--- src/rtl/pipe_seg_hs.sv ---
`default_nettype none
// ============================================================================
// Module  : pipe_seg_hs
// Brief   : Pipeline segment register with valid/ready handshake, optional
//           skid entry, flush and occupancy reporting.
// Revision: 1.0 - initial release
// ============================================================================
module pipe_seg_hs #(
    parameter int DW         = 160,
    parameter int SKID       = 1,
    parameter int ZERO_FLUSH = 1
) (
    input  logic          clk,
    input  logic          reset,
    input  logic          flush,
    input  logic          in_valid,
    output logic          in_ready,
    input  logic [DW-1:0] in_data,
    output logic          out_valid,
    input  logic          out_ready,
    output logic [DW-1:0] out_data,
    output logic [1:0]    occupancy
);

    localparam logic [1:0] ST_EMPTY = 2'd0;
    localparam logic [1:0] ST_FULL  = 2'd1;
    localparam logic [1:0] ST_BOTH  = 2'd2;

    logic [1:0]    state_q, state_d;
    logic [DW-1:0] main_q,  main_d;
    logic [DW-1:0] skid_q,  skid_d;
    logic          in_fire;
    logic          out_fire;
    logic          held_valid;

    // State register
    always_ff @(posedge clk) begin
        if (reset) begin
            state_q <= ST_EMPTY;
            main_q  <= '0;
            skid_q  <= '0;
        end else begin
            state_q <= state_d;
            main_q  <= main_d;
            skid_q  <= skid_d;
        end
    end

    // Next-state logic
    always_comb begin
        state_d = state_q;
        main_d  = main_q;
        skid_d  = skid_q;
        if (flush) begin
            state_d = ST_EMPTY;
            if (ZERO_FLUSH != 0) begin
                main_d = '0;
                skid_d = '0;
            end
        end else begin
            case (state_q)
                ST_EMPTY: begin
                    if (in_fire) begin
                        main_d  = in_data;
                        state_d = ST_FULL;
                    end
                end
                ST_FULL: begin
                    if (in_fire && out_fire) begin
                        main_d = in_data;
                    end else if (in_fire) begin
                        // Only reachable with a skid entry; single-entry mode
                        // cannot accept while stalled.
                        if (SKID != 0) begin
                            skid_d  = in_data;
                            state_d = ST_BOTH;
                        end
                    end else if (out_fire) begin
                        state_d = ST_EMPTY;
                    end
                end
                ST_BOTH: begin
                    if (SKID == 0) begin
                        state_d = ST_EMPTY;
                    end else if (out_fire) begin
                        main_d  = skid_q;
                        state_d = ST_FULL;
                    end
                end
                default: state_d = ST_EMPTY;
            endcase
        end
    end

    // Output decode; ready in skid mode depends only on registered state
    always_comb begin
        held_valid = (state_q == ST_FULL) || (state_q == ST_BOTH);
        out_valid  = held_valid;
        out_data   = main_q;
        case (state_q)
            ST_FULL: occupancy = 2'd1;
            ST_BOTH: occupancy = 2'd2;
            default: occupancy = 2'd0;
        endcase
        if (SKID != 0) begin
            in_ready = !reset && ((state_q == ST_EMPTY) || (state_q == ST_FULL));
        end else begin
            in_ready = !reset && (!held_valid || out_ready);
        end
        in_fire  = in_valid && in_ready;
        out_fire = held_valid && out_ready;
    end

endmodule
`default_nettype wire

--- config.mk ---
export PLATFORM = sky130hd
export DESIGN_NAME = pipe_seg_hs
export DESIGN_NICKNAME = d
export VERILOG_FILES = /design/src/rtl/pipe_seg_hs.sv
export SDC_FILE = /design/constraint.sdc
export NUM_CORES = 1
export LEC_CHECK = 0
export CORE_ASPECT_RATIO = 0.8
export CORE_MARGIN = 4
export CORE_UTILIZATION = 50
export DETAILED_ROUTE_END_ITERATION = 7
export PLACE_DENSITY = 0.83
export RECOVER_POWER = 50
export SLEW_MARGIN = 20
export SYNTH_ARGS = -nofsm -noshare
export SYNTH_HDL_FRONTEND = slang
export SYNTH_SLANG_ARGS = --single-unit
--- constraint.sdc ---
create_clock -name clk -period 2.1 [get_ports clk]
set_input_delay 0.42 -clock clk [delete_from_list [all_inputs] [get_ports clk]]
set_output_delay 0.42 -clock clk [all_outputs]
set_load 0.02 [all_outputs]
==> metrics.txt, run 1 <==
CP Launch Type flip-flop; port buffer count roughly 330; nets about 2100; pre-CTS setup slack -0.210 ns; Post-Synth Simple-Gate Area 0.167; post-route ant nets 0; layout cell share with drive strength beyond 1 0.130; dpl hpwl around 27000 µm; cts hold-fix bufs 0; Cell Pwr Density approximately 730 mW/mm²; largest net degree at the start of global routing 77; grt ovf 0; first-pass GRT wire length 63400 µm; Top Ports approximately 330; Initial DRC Count 1079; die width slightly below 200 µm; crit path DAT ~2.6 ns; GRT Util Overall 0.256; Post-synth EDFFs 0; full die area about 0.03 mm²; post-synthesis mux area share 0.118; XOR/XNOR Fraction of Synth Area 0; max-cap viol count 0; Fillers approximately 1900; Ys Warns 0; Syn Nets around 1800; Seq. cell area around 0.0064 mm²; critical path class flip-flop to flip-flop; status complete, but fails checks; Multi-input gate area 0.00680 mm²; detailed-route DRC error count 0; Avg Inst Size Synth 8.38 µm²; Inserted Clock Buffers 34; CTS Buffer Depth 3; Max Freq about 0.47 GHz; Slew Limit Fails 0; Synth Register Bits roughly 320; Layout area overhead 43.4%; Worst-Margin Slew approximately 0.47 ns; Clock Skew about 0.016 ns; Area after DPL between 0.015 and 0.02 mm²; final worst slack -0.0357 ns; failing checks setup timing; RD Place Congestion approximately 0.85; drt first pass iters 5; post-synthesis sequential area ratio 0.472; Core Region roughly 0.027 mm²; Worst-Skew Late Latency approximately 0.5 ns; Cells after Synth between 1500 and 2000; Final min period 2.14 ns; Hold WS 0.452 ns; CTS Root Cell clkbuf_16; wire length per cell roughly 19 µm; Starting Density 0.513; via count around 13000; initial antenna violation count 0; Synth Area in Adders 0.00367; Setup crit end kind flip-flop; Slew headroom 0.687; final hold vios 0; asr flop ratio synth 0; fin crit share 1.02; RSZ-0062 raised after global routing true; Clock Sinks 322; vias in the first global route 12500; Setup-failing EPs final 4; required time of the critical path around 2.5 ns; die height ~160 µm; Core Util, Final 0.736; Syn Std Cell Area between 0.01 and 0.015 mm²; Final Cell Area about 0.020 mm²; critical-path maximum fanout 30; final WL around 43000 µm; worst hold path class flip-flop to flip-flop; FP Rows 53; clk slew on worst S/H paths ~0.06 ns; H-tree depth 2; Top FF cell, synth dfxtp_1; post-synthesis compound-gate area fraction 0.180; largest family of logic cells by synthesized area compound AO/OA/AOI/OAI gates; DR vias/cell roughly 5.7; Worst VDD drop roughly 0.45 mV; CTS tree built; # diodes 0; Pleak roughly 6.4 nW; count of cell types in the netlist 25
## per-stage QoR
stage	std cells	setup TNS [ns]	power, mW
global placement	2243	-18.51	7.92
detailed placement	2243	-22.82	7.95
CTS	2306	-0.850	14.1
finish	2321	-0.0883	14.2
global route	2321	-2.92	14.7
floorplan	1629	0	7.13
## final timing paths
path                   start  slack [ns]           end  cells after the start
setup / recovery  state_q[1]       -0.04  out_data[85]                      8
hold reg to reg    skid_q[0]        0.45     skid_q[0]                      2
setup reg to reg  state_q[1]       -0.04  out_data[85]                      8
hold / removal     skid_q[0]        0.45     skid_q[0]                      2
## cell usage after synthesis, types with 2 or more instances
cell,n,area share
o21ai_1,13,0.0048
mux2i_1,161,0.12
a21oi_2,2,0.0013
nor2_1,2,0.00055
dfxtp_1,322,0.47
o21ai_0,148,0.054
clkbuf_2,8,0.0029
nand2_1,324,0.089
ha_1,4,0.0037
buf_2,41,0.015
inv_1,4,0.0011
a21oi_1,319,0.12
clkbuf_1,93,0.026
buf_6,16,0.013
or2_2,2,0.00092
or3_1,161,0.074
## layer usage
| layer | part of all wire | routed length, µm | GRT usage | vias to the layer above |
|---|---|---|---|---|
| li1 | - | - | - | 6245 |
| met5 | 0 | 0 | 0 | - |
| met1 | 0.42 | 18100 | 0.348 | 6270 |
| met4 | 0.022 | 948 | 0.0740 | 0 |
| met2 | 0.47 | 20200 | 0.417 | 590 |
| met3 | 0.087 | 3760 | 0.0481 | 75 |
## where the power goes
group / internal (mW) / switching (mW)
registers: 6.22 / 0.0657
logic: 0.941 / 0.862
clock network: 3.73 / 2.39
total: 10.9 / 3.32
## critical path: stages, from the launching register on
cell and delay [ns]:
dfxtp_2 0.32, buf_4 0.15, ha_4 0.20, or2b_1 0.23, o221ai_4 0.21, buf_12 0.23, buf_12 0.17, or3_4 0.37
a21oi_2 0.16
## sequential cells by signal (all words and copies together) (netlist names)
register  count
state_q       2
skid_q      160
out_data    160
## layout by cell type, fill, tap and decap left out, types with 22 or more instances in the layout
cell type and n:
buf_4 54, clkbuf_16 45, buf_12 29, mux2i_1 161, o21ai_1 22, or3_4 35, dfxtp_1 320, dlygate4sd3_1 50
nand2_1 324, a21oi_1 272, clkdlybuf4s50_1 274, a21oi_2 49, o21ai_0 139, or3_1 126
## logic make-up after synthesis
| family | after synthesis |
|---|---|
| buffers and inverters | 163 |
| multiplexers | 161 |
| flip-flops | 322 |
| adder cells (fa/ha/maj) | 4 |
| AND/OR/NAND/NOR | 494 |
| AO/OA/AOI/OAI | 485 |
## timing repair
action / in CTS / in global routing
pin swaps: 1 / 43
gates cloned: 2 / 9
setup endpoints to repair: 8 / 196
buffers inserted: 1 / 6
gates resized for setup: 12 / 110
## final cells by class
type	count	area share
Multi-Input combinational cell	1144	0.347
Sequential cell	322	0.329
Timing Repair Buffer	434	0.241
Clock buffer	53	0.0545
Tap cell	357	0.0228
Clock inverter	7	0.00435
Inverter	4	0.000895
Note: power is estimated with default switching activity, not from simulation.
==> run 2, diff against run 1 <==
--- a/config.mk
+++ b/config.mk
@@ -8,6 +8,7 @@
 export CORE_ASPECT_RATIO = 0.8
 export CORE_MARGIN = 4
 export CORE_UTILIZATION = 50
+export CTS_CLUSTER_DIAMETER = 100
 export DETAILED_ROUTE_END_ITERATION = 7
 export PLACE_DENSITY = 0.83
 export RECOVER_POWER = 50
==> results of run 2 <==
No change in the layout: final DEF, timing and power equal those of run 1.
==> run 3, diff against run 2 <==
==> constraint.sdc (replaced) <==
create_clock -name clk -period 2.1 [get_ports clk]
set_input_delay 0.315 -clock clk [delete_from_list [all_inputs] [get_ports clk]]
set_output_delay 0.315 -clock clk [all_outputs]
set_load 0.02 [all_outputs]
==> run 3 against run 2 <==
The run still ends with setup timing left. Hold slack worse by 0.11 ns. Wire length down 4.0%. Sequential power about the same. Combinational power down 5%. Utilization down 1.9 points. Final area down 2.6%. Count of clock-buffer cells in the layout down 4. Cell count down 0.99%. Clock skew down 0.0082 ns. Worst setup slack worse by 0.030 ns. Non-clock buffer count down 19. Critical path type unchanged. Critical endpoint is now out_data[114]. Largest cell class unchanged. Largest power group unchanged.
==> metrics.txt, run 3 (synthesis gave the netlist of run 1 again) <==
die height 156 µm (unchanged); largest net degree at the start of global routing 122 (+58%); failing checks setup timing; most frequent cells in the layout 324 x nand2_1, 324 x clkdlybuf4s50_1, 320 x dfxtp_1; Core Region 0.0266 mm² (unchanged); worst hold path class input port to flip-flop; RD Place Congestion 0.848 (-0.75%); full die area 0.0300 mm² (unchanged); clk slew on worst S/H paths 0.06 ns (about the same); grt ovf 0 (unchanged); final WL 41300 µm (-4.0%); vias in the first global route 12300 (-1.0%); critical-path maximum fanout 7 (-77%); layout cell share with drive strength beyond 1 0.107 (-0.0231); Area after DPL 0.0176 mm² (-0.47%); worst hold path depth 3 (+1); Setup-failing EPs final 2 (-2); final hold vios 0 (unchanged); CTS Root Cell clkbuf_16; RSZ-0062 raised after global routing true; Worst-Skew Late Latency 0.55 ns (+0.05 ns); Slew headroom 0.521 (-0.165); post-route setup TNS -0.0812 ns (+0.00711 ns); DR vias/cell 5.63 (-0.82%); drt first pass iters 5 (unchanged); Worst-Margin Slew 0.718 ns (+0.248 ns); Layout area overhead 39.7%; cts hold-fix bufs 0 (unchanged); Setup crit end kind flip-flop; CP Launch Type flip-flop; Starting Density 0.513 (unchanged); Initial DRC Count 939 (-13%); Max Freq 0.462 GHz (-1.4%); Slew Limit Fails 0 (unchanged); Worst VDD drop 0.596 mV (+32%); final worst slack -0.0659 ns (-0.0302 ns); initial antenna violation count 0 (unchanged); nets 2087 (-1.0%); Pleak 6.00 nW (-6.7%); status complete, but fails checks; crit path DAT 2.62 ns (+0.06 ns); die width 193 µm (unchanged); wire length per cell 18.0 µm (-3.1%); port buffer count 328 (unchanged); critical path class flip-flop to flip-flop; fin crit share 1.03 (+0.0144); Top Ports 329 (unchanged); R2R cell count 10 (+2); Final Cell Area 0.0191 mm² (-2.6%); Clock Sinks 322 (unchanged); required time of the critical path 2.56 ns (+0.04 ns); via count 12900 (-1.8%); max-cap viol count 0 (unchanged); GRT Util Overall 0.249 (-0.00640); Final min period 2.17 ns (+0.0302 ns); Clock Skew 0.00809 ns (-0.00822 ns); Cell Pwr Density 704 mW/mm² (-3.1%); FP Rows 53 (unchanged); worst reg2reg setup slack -0.07 ns (-0.03 ns); first-pass GRT wire length 62300 µm (-1.7%); CTS Buffer Depth 3 (unchanged); post-route ant nets 0 (unchanged); Fillers 1915 (+3.5%); detailed-route DRC error count 0 (unchanged); dpl hpwl 26400 µm (-4.0%); CTS tree built; Inserted Clock Buffers 31 (-8.8%); H-tree depth 1 (-1)
-- run 3: cell types whose count changed in the layout (fill, tap and decap cells not counted), sizes merged --
cell,change
buf,-14
clkinvlp,+1
clkdlybuf4s50,+50
dlygate4sd3,-50
clkbuf,-9
bufbuf,-1
inv,+1
clkdlybuf4s15,+1
clkinv,-1
bufinv,-2
diode,+1
-- run 3: worst paths after layout --
| path | from | end |
|---|---|---|
| setup / recovery | state_q[0] | out_data[114] |
| hold / removal | in_data[117] | skid_q[117] |
| setup reg to reg | state_q[0] | out_data[114] |
| hold reg to reg | skid_q[127] | skid_q[127] |
-- run 3: metal layers --
layer / up-vias / global-route usage / part of all wire
met1: 6162 / 0.333 / 0.41
met2: 496 / 0.410 / 0.47
met4: 0 / 0.0750 / 0.029
met3: 88 / 0.0515 / 0.086
li1: 6196 / - / -
met5: - / 0 / 0
-- run 3: worst max-delay path: stages (launching register included) --
cell      delay, ns
dfxtp_2        0.34
inv_2          0.06
buf_6          0.11
ha_4           0.18
or2b_1         0.21
o221ai_4       0.15
buf_12         0.18
buf_12         0.15
buf_6          0.12
or3_1          0.35
a21oi_1        0.21
-- run 3: stage by stage --
step                 util  hold slack (ns)  worst slack [ns]  total power [mW]  cells
floorplan               -            0.436            0.0479              7.13   1629
global placement    0.664            0.441            -0.115              7.92   2232
detailed placement  0.664            0.446            -0.154              7.96   2232
CTS                 0.705            0.318           -0.0240              13.4   2292
global route        0.717            0.326           -0.0902              13.9   2297
finish              0.717            0.343           -0.0659              13.4   2298
-- run 3: repair_timing --
item / in CTS / in global routing
cloned: 1 / 5
pin swaps: 22 / 42
setup buffers: 4 / 1
gates resized for setup: 18 / 68
setup endpoints to repair: 7 / 138
-- run 3: power by group --
part	internal, mW	leakage [nW]	switching [mW]
clock network	3.09	0.490	2.33
logic	0.885	2.91	0.827
registers	6.22	2.60	0.0628
-- run 3: layout make-up --
type	instances	area [µm²]	share of cell area
antenna	1	2.50	0.000131
clock buffer	49	953	0.0500
clock inverter	6	40.0	0.00210
inverter	4	15.0	0.000787
multi-input combinational	1144	6690	0.351
sequential	322	6450	0.338
tap	357	447	0.0234
timing repair buffer	415	4480	0.235
